==> config.mk <==
export PLATFORM = sky130hd
export DESIGN_NAME = mul_rr_sched
export DESIGN_NICKNAME = d
export VERILOG_FILES = /design/src/rtl/mul_rr_sched.sv
export SDC_FILE = /design/constraint.sdc
export NUM_CORES = 1
export LEC_CHECK = 0
export CAP_MARGIN = 5
export CORE_AREA = 2 2 181 183
export DETAILED_ROUTE_END_ITERATION = 7
export DIE_AREA = 0 0 183 185
export SKIP_CTS_REPAIR_TIMING = 1
export SLEW_MARGIN = 20
export SYNTH_ARGS = -nofsm -noshare
export SYNTH_HDL_FRONTEND = slang
export SYNTH_SLANG_ARGS = --single-unit
==> constraint.sdc <==
create_clock -name clk -period 2.15 [get_ports clk]
set_input_delay 0.43 -clock clk [delete_from_list [all_inputs] [get_ports clk]]
set_output_delay 0.43 -clock clk [all_outputs]
set_load 0.05 [all_outputs]
==> src/rtl/mul_rr_sched.sv <==
// mul_rr_sched: round-robin scheduler that shares one pipelined W x W
// multiplier among N requesters and routes each product back to the
// requester that supplied the operands.
//
// Ports:
//   clk, rst             single clock; synchronous active-high reset
//   req_valid[N]         requester i presents an operand pair
//   req_a/req_b[N*W]     requester i operands in bits [i*W +: W]
//   req_ready[N]         combinational one-hot grant (zero when halted/reset)
//   halt                 blocks new grants; in-flight work still completes
//   mul_a/mul_b[W]       registered operands to the external multiplier
//   mul_s[2W]            multiplier product, valid MUL_LAT cycles after operands
//   rsp_valid[N]         one-hot marker of the requester owning rsp_s
//   rsp_s[2W]            registered result
//   busy                 an accepted request has not yet responded
module mul_rr_sched #(
    parameter int W       = 32,
    parameter int N       = 4,
    parameter int MUL_LAT = 4
) (
    input  logic             clk,
    input  logic             rst,
    input  logic [N-1:0]     req_valid,
    input  logic [N*W-1:0]   req_a,
    input  logic [N*W-1:0]   req_b,
    output logic [N-1:0]     req_ready,
    input  logic             halt,
    output logic [W-1:0]     mul_a,
    output logic [W-1:0]     mul_b,
    input  logic [2*W-1:0]   mul_s,
    output logic [N-1:0]     rsp_valid,
    output logic [2*W-1:0]   rsp_s,
    output logic             busy
);

    localparam int IDW = $clog2(N);

    logic [IDW-1:0] ptr_q, ptr_d;
    logic           gnt_found;
    logic [IDW-1:0] gnt_idx;
    logic [IDW-1:0] cand;

    logic [W-1:0]   mul_a_q, mul_a_d;
    logic [W-1:0]   mul_b_q, mul_b_d;

    // Tag pipeline: stage k holds the transfer accepted k+1 cycles ago, so
    // stage MUL_LAT lines up with the cycle mul_s carries its product.
    logic [MUL_LAT:0] tag_v_q, tag_v_d;
    logic [IDW-1:0]   tag_id_q [MUL_LAT+1];
    logic [IDW-1:0]   tag_id_d [MUL_LAT+1];

    logic [N-1:0]     rsp_valid_q, rsp_valid_d;
    logic [2*W-1:0]   rsp_s_q, rsp_s_d;
    logic             busy_q, busy_d;

    // Round-robin search starting at ptr, wrapping modulo N.
    always_comb begin
        gnt_found = 1'b0;
        gnt_idx   = '0;
        cand      = '0;
        req_ready = '0;
        if (!rst && !halt) begin
            for (int unsigned k = 0; k < N; k++) begin
                cand = IDW'((32'(ptr_q) + k) % N);
                if (!gnt_found && req_valid[cand]) begin
                    gnt_found = 1'b1;
                    gnt_idx   = cand;
                end
            end
        end
        if (gnt_found) begin
            req_ready[gnt_idx] = 1'b1;
        end
    end

    always_comb begin
        ptr_d   = ptr_q;
        mul_a_d = mul_a_q;
        mul_b_d = mul_b_q;
        if (gnt_found) begin
            ptr_d   = IDW'((32'(gnt_idx) + 1) % N);
            mul_a_d = req_a[gnt_idx*W +: W];
            mul_b_d = req_b[gnt_idx*W +: W];
        end

        tag_v_d     = '0;
        tag_v_d[0]  = gnt_found;
        tag_id_d[0] = gnt_idx;
        for (int unsigned k = 1; k <= MUL_LAT; k++) begin
            tag_v_d[k]  = tag_v_q[k-1];
            tag_id_d[k] = tag_id_q[k-1];
        end

        rsp_valid_d = '0;
        rsp_s_d     = rsp_s_q;
        if (tag_v_q[MUL_LAT]) begin
            rsp_valid_d[tag_id_q[MUL_LAT]] = 1'b1;
            rsp_s_d                        = mul_s;
        end

        // Covers the span from the cycle after acceptance through the
        // response cycle itself.
        busy_d = (|tag_v_d) | (|rsp_valid_d);
    end

    always_ff @(posedge clk) begin
        if (rst) begin
            ptr_q       <= '0;
            mul_a_q     <= '0;
            mul_b_q     <= '0;
            tag_v_q     <= '0;
            rsp_valid_q <= '0;
            rsp_s_q     <= '0;
            busy_q      <= 1'b0;
        end else begin
            ptr_q       <= ptr_d;
            mul_a_q     <= mul_a_d;
            mul_b_q     <= mul_b_d;
            tag_v_q     <= tag_v_d;
            rsp_valid_q <= rsp_valid_d;
            rsp_s_q     <= rsp_s_d;
            busy_q      <= busy_d;
        end
        for (int unsigned k = 0; k <= MUL_LAT; k++) begin
            tag_id_q[k] <= tag_id_d[k];
        end
    end

    assign mul_a     = mul_a_q;
    assign mul_b     = mul_b_q;
    assign rsp_valid = rsp_valid_q;
    assign rsp_s     = rsp_s_q;
    assign busy      = busy_q;

endmodule

==> out/results.tsv, run 1 <==
stage	metric	value	unit
outcome	run status	finished, violations left	
outcome	failing checks	setup timing	
floorplan	Die ar.	0.0339	mm2
route	Via density	4.46	
synth	flops & latches, synth	150	
synth	Mean Syn Cell Area	10.8	um2
worst_setup_path	WS Path Type	flop to primary output	
global_route	GRT Overall Usage	0.154	
sta	final setup fails	4	
synth	synth unique cells	32	
clock_tree	Sink Count	150	
pwr	power per cell area	692	mW/mm2
clock_tree	total CTS buffers	17	
worst_setup_path	startpoint types	flop	
sta	min cycle time layout	2.35	ns
worst_setup_path	critical path arrival	1.92	ns
worst_setup_path	delay of the slowest cell on the worst path	0.36	ns
worst_hold_path	Worst Hold End	tag_id_q[0][3]$_DFF_P_	
flow_run	Max Cap Viol	0	
pwr	LEAKAGE	4.60	nW
worst_hold_path	Hold Crit Start	tag_id_q[0][1]$_DFF_P_	
synth	Seq/Total Area, Yosys	0.495	
floorplan	Die Height	185	um
layout	nets	1360	
sta	clock skew	0.0142	ns
route	DRT antenna net count	0	
worst_setup_path	highest-delay cell along the critical path	or3_4	
sta	Slew headroom	0.450	
worst_setup_path	crit-path cells	nand2_4 -> and3_4 -> o32a_4 -> or3_4 -> nor2_4 -> buf_12	
synth	syn nets	890	
floorplan	initial core utilization	0.189	
clock_tree	CTS tree	built	
route	initial drt markers	368	
global_route	vias in the first global route	6497	
worst_setup_path	reg2reg path depth	8	
floorplan	die width	183	um
route	Avg WL per Cell	18.8	um
worst_setup_path	Max FO, Critical Path	5	
sta	Worst Tran Pin Value	0.825	ns
clock_tree	Worst-Skew Late Latency	0.44	ns
worst_setup_path	worst r2r src	ptr_q[0]$_SDFFE_PP0P_	
synth	Post-Syn Instances	563	
route	DRC	0	
worst_hold_path	Hold Crit Depth	0	
sta	final slew viol count	0	
worst_hold_path	Worst Hold Class	flop to flop	
sta	Final WS setup	-0.202	ns
pwr	Design Power	8.29	mW
sta	RSZ-0062 raised after global routing	yes	
worst_setup_path	reg2reg setup slack	0.12	ns
layout	Syn-to-layout area delta	97.6	%
pwr	maximum vdd drop	0.498	mV
placement	IO buf count	463	
synth	Ys Warns	0	
global_route	global-route wire length before repair	39000	um
worst_setup_path	Levels on crit path	6	
route	drt first pass iters	6	
global_route	total grt overflow	0	
route	Vias	6503	
worst_setup_path	Worst Path Buf+Inv	1	
global_route	initial antenna violation count	7	
worst_setup_path	CP Data Required Time	1.72	ns
sta	FMAX	425	MHz
synth	post-synth top area share	0.495	
worst_setup_path	reg2reg end	mul_a[23]$_SDFFE_PP0P_	
worst_setup_path	CP endpoint kind	primary output	
layout	Layout Utilization	0.374	
sta	Final Hold Viols	0	
clock_tree	root buf cell	clkbuf_16	
floorplan	I/O Pins	464	
sta	hold_ws	0.326	ns
clock_tree	Clock Tree Buf Depth	2	
synth	Mapped Area	0.00606	mm2
clock_tree	clk slew on worst S/H paths	0.07	ns
sta	setup tns final	-0.719	ns
worst_setup_path	delay-heaviest family, CP	simple AND/OR/NAND/NOR gates	
sta	Final Cycle Share	1.09	
clock_tree	total number of H-tree levels	4	
synth	Yosys top cell by area	dfxtp_1	
floorplan	core area	0.0320	mm2
route	Total Wirelength	27500	um
floorplan	Cell Rows	66	
placement	HPWL after DPL	20900	um
placement	Routability Congestion	0.813	
global_route	largest net degree at the start of global routing	65	
synth	top post-synthesis cells by area	dfxtp_1 (50%), mux2i_1 (21%), a222oi_1 (10%)	
layout	share of cells above drive strength 1	0.0966	
[how the worst max path moves through the flow]
stage	from	to
2_1_floorplan	req_valid[0]	req_ready[0]
3_3_place_gp	req_valid[0]	mul_b[27]$_SDFFE_PP0P_
3_5_place_dp	req_valid[0]	mul_a[24]$_SDFFE_PP0P_
4_1_cts	req_valid[0]	req_ready[2]
5_1_grt	ptr_q[1]$_SDFFE_PP0P_	req_ready[0]
6_report	ptr_q[1]$_SDFFE_PP0P_	req_ready[0]
[stage by stage]
stage / cell area (um2) / worst slack (ns) / std cells
2_1_floorplan: 6100 / -0.243 / 563
3_3_place_gp: 11300 / -0.622 / 1418
3_5_place_dp: 11300 / -0.658 / 1418
4_1_cts: 11900 / -0.631 / 1450
5_1_grt: 12000 / -0.296 / 1457
6_report: 12000 / -0.202 / 1459
[registers in the layout, summed over array words and instances (netlist names)]
register / cells
rsp_valid: 4
mul_b: 32
ptr_q: 2
tag_v_q: 5
mul_a: 32
rsp_s: 64
busy: 1
tag_id_q: 10
[cell usage in the layout (no fill, tap or decap), types with 2 or more instances in the layout]
| master | synthesis | final |
|---|---|---|
| a222oi_1 | 63 | 63 |
| and3_4 | 0 | 2 |
| buf_12 | 0 | 10 |
| buf_4 | 1 | 37 |
| clkbuf_16 | 0 | 18 |
| clkdlybuf4s50_1 | 0 | 444 |
| clkinv_2 | 0 | 2 |
| clkinv_4 | 0 | 4 |
| dfxtp_1 | 150 | 147 |
| dfxtp_2 | 0 | 2 |
| diode_2 | 0 | 5 |
| dlymetal6s2s_1 | 0 | 7 |
| inv_2 | 0 | 2 |
| inv_6 | 0 | 3 |
| inv_8 | 0 | 4 |
| mux2i_1 | 128 | 128 |
| nand2_1 | 3 | 2 |
| nor2_1 | 73 | 70 |
| nor2_4 | 0 | 2 |
| nor2b_1 | 7 | 6 |
| o21ai_1 | 64 | 64 |
[power breakdown]
| part | internal (mW) | total [mW] | switching (mW) |
|---|---|---|---|
| Sequential | 2.96 | 3.07 | 0.111 |
| Clock | 1.53 | 2.91 | 1.38 |
| Combinational | 1.13 | 2.31 | 1.18 |
[synth_stat cells, drive strengths merged]
| master | n |
|---|---|
| inv | 3 |
| o21ai | 65 |
| nand2b | 1 |
| nor2b | 7 |
| dfxtp | 150 |
| xor2 | 1 |
| nor3 | 1 |
| o22ai | 1 |
| or3 | 1 |
| and2 | 1 |
| nor4b | 1 |
| nor4 | 1 |
| or4 | 1 |
| or2 | 1 |
| a221oi | 2 |
| a2bb2oi | 1 |
| mux2i | 128 |
| nor2 | 73 |
| nor3b | 2 |
| clkbuf | 22 |
| buf | 27 |
| o32a | 1 |
| and4 | 1 |
| and3 | 3 |
| a222oi | 63 |
| a211oi | 1 |
| nand2 | 3 |
| a21oi | 1 |
[routing by layer]
metal / routed length, um / global-route usage / vias to the layer above
met5: 27 / 0 / -
met2: 13900 / 0.274 / 317
li1: - / - / 3097
met3: 2640 / 0.0663 / 30
met4: 689 / 0.0650 / 4
met1: 10200 / 0.159 / 3055
[final cells by class]
type / instances / area, um2
tap: 408 / 510
clock buffer: 17 / 425
inverter: 3 / 11.3
multi-input combinational: 361 / 2830
clock inverter: 15 / 140
timing repair buffer: 500 / 5040
antenna: 5 / 12.5
sequential: 150 / 3010
fill: 3205 / 20100
[cells by family (layout without fill, tap and decap cells)]
group                  after synthesis  count (layout)  share of synthesized area
flip-flops                         150             150                      0.495
other                                0               5                          0
multiplexers                       128             128                      0.211
buffers and inverters               52             535                     0.0497
AO/OA/AOI/OAI                      135             135                      0.170
AND/OR/NAND/NOR                     97              97                     0.0724
XOR/XNOR                             1               1                    0.00144
[worst register-to-register path, stage by stage (launching register included)]
cell and delay [ns]:
dfxtp_2 0.35, inv_2 0.05, a221oi_2 0.34, o22ai_4 0.16, and3_4 0.20, buf_4 0.15, clkbuf_16 0.18, a222oi_1 0.35
o21ai_1 0.10
Power figures use the tool's default switching activity.
==> inputs of run 2 (changes only) <==
Settings changed: TNS_END_PERCENT from default to 1.
==> out/results.tsv, run 2 (synthesis results as in run 1) <==
stage	metric	value	unit
floorplan	Cell Rows	66	
floorplan	Die ar.	0.0339	mm2
layout	max reg flops	64	
global_route	global-route wire length before repair	39600	um
worst_hold_path	Worst Hold Class	flop to flop	
layout	Multi-input gate area	0.00283	mm2
sta	RSZ-0062 raised after global routing	yes	
global_route	initial antenna violation count	2	
clock_tree	Clock Tree Buf Depth	2	
sta	clock skew	0.0116	ns
route	Avg WL per Cell	19.4	um
route	initial drt markers	391	
layout	sequential cell area	0.00301	mm2
flow_run	Max Cap Viol	0	
worst_setup_path	delay of the slowest cell on the worst path	0.42	ns
worst_setup_path	highest-delay cell along the critical path	clkdlybuf4s50_1	
clock_tree	total number of H-tree levels	4	
layout	Non-Filler Instances	1473	
pwr	LEAKAGE	4.72	nW
sta	Final WS setup	-0.401	ns
sta	Final Hold Viols	0	
clock_tree	Sink Count	150	
sta	Slew headroom	0.475	
layout	nets	1378	
route	Vias	6531	
outcome	run status	finished, violations left	
global_route	vias in the first global route	6625	
layout	most frequent cells in the layout	clkdlybuf4s50_1 (442), dfxtp_1 (147), mux2i_1 (128)	
floorplan	initial core utilization	0.189	
outcome	failing checks	setup timing	
placement	Routability Congestion	0.799	
floorplan	core area	0.0320	mm2
sta	Final Cycle Share	1.19	
placement	Inst Count DP	1428	
sta	final slew viol count	0	
route	DRT antenna net count	0	
worst_setup_path	Worst Path Buf+Inv	4	
clock_tree	CTS tree	built	
worst_setup_path	WS Path Type	input port to primary output	
worst_setup_path	Max FO, Critical Path	5	
sta	Worst Tran Pin Value	0.788	ns
clock_tree	Worst-Skew Late Latency	0.43	ns
sta	min cycle time layout	2.55	ns
floorplan	Die Height	185	um
worst_setup_path	startpoint types	input port	
pwr	maximum vdd drop	0.484	mV
floorplan	I/O Pins	464	
layout	fill count	3182	
sta	FMAX	392	MHz
route	Via density	4.43	
route	Total Wirelength	28500	um
placement	IO buf count	463	
global_route	GRT Overall Usage	0.156	
floorplan	die width	183	um
worst_setup_path	CP Data Required Time	1.72	ns
global_route	total grt overflow	0	
worst_setup_path	critical path arrival	2.12	ns
layout	share of cells above drive strength 1	0.113	
route	DRC	0	
placement	DP Worst Slack	-0.955	ns
clock_tree	total CTS buffers	17	
pwr	power per cell area	687	mW/mm2
clock_tree	clk slew on worst S/H paths	0.06	ns
worst_setup_path	delay-heaviest family, CP	buffers and inverters	
worst_setup_path	CP endpoint kind	primary output	
sta	final setup fails	52	
global_route	largest net degree at the start of global routing	69	
layout	most common cell after layout, fill and taps aside	clkdlybuf4s50_1	
layout	Syn-to-layout area delta	101	%
route	drt first pass iters	6	
worst_setup_path	crit-path cells	clkdlybuf4s50_1 -> buf_4 -> o32a_4 -> buf_6 -> or3_4 -> nor2_4 -> buf_12	
clock_tree	root buf cell	clkbuf_16	
pwr	Design Power	8.38	mW
placement	HPWL after DPL	21200	um
## run 2: changes by cell type in the layout (fill, tap and decap cells not counted), moves of 3 or more
cell / delta
buf_6: +4
buf_12: +3
buf_4: +11
diode_2: -4
## run 2: layer usage
layer  vias to the layer above  GRT usage  part of all wire
li1                       3123          -                 -
met1                      3065      0.161              0.36
met4                         0     0.0454             0.011
met5                         -          0                 0
met3                        18     0.0629             0.098
met2                       325      0.290              0.53
## run 2: layout make-up
cell class / instances / share of cell area
Timing Repair Buffer: 518 / 0.432
Multi-Input combinational cell: 361 / 0.232
Antenna cell: 1 / 0.000205
Sequential cell: 150 / 0.247
Clock buffer: 19 / 0.0371
Tap cell: 408 / 0.0418
Inverter: 3 / 0.000923
Clock inverter: 13 / 0.00882
## run 2: through the flow
step | cell area (um2) | hold slack (ns) | setup TNS [ns] | utilization
CTS | 12000 | 0.327 | -26.80 | 0.374
floorplan | 6100 | 0.310 | -1.08 | -
global placement | 11400 | 0.314 | -50.90 | 0.356
finish | 12200 | 0.327 | -2.84 | 0.381
detailed placement | 11400 | 0.312 | -56.70 | 0.356
global route | 12200 | 0.333 | -8.89 | 0.381
## run 2: worst paths after layout
| check | start | to | slack (ns) | depth (start not counted) |
|---|---|---|---|---|
| setup / recovery | req_valid[3] | req_ready[0] | -0.40 | 7 |
| hold / removal | tag_id_q[0][5]$_DFF_P_ | tag_id_q[0][7]$_DFF_P_ | 0.33 | 0 |
| setup reg to reg | ptr_q[1]$_SDFFE_PP0P_ | mul_a[22]$_SDFFE_PP0P_ | -0.04 | 10 |
| hold reg to reg | tag_id_q[0][5]$_DFF_P_ | tag_id_q[0][7]$_DFF_P_ | 0.33 | 0 |
## run 2: power by group
group / switching, mW / internal (mW)
logic: 1.23 / 1.18
registers: 0.112 / 2.96
clock network: 1.32 / 1.57
total: 2.66 / 5.72
## run 2: worst register-to-register path: cells and delay by family, from the launching register on
kind,cells,cell delay (ns)
and+or+nand+nor,3,0.36
DFF,1,0.35
buffers and inverters,4,0.55
AOI/OAI and AO/OA,3,0.80
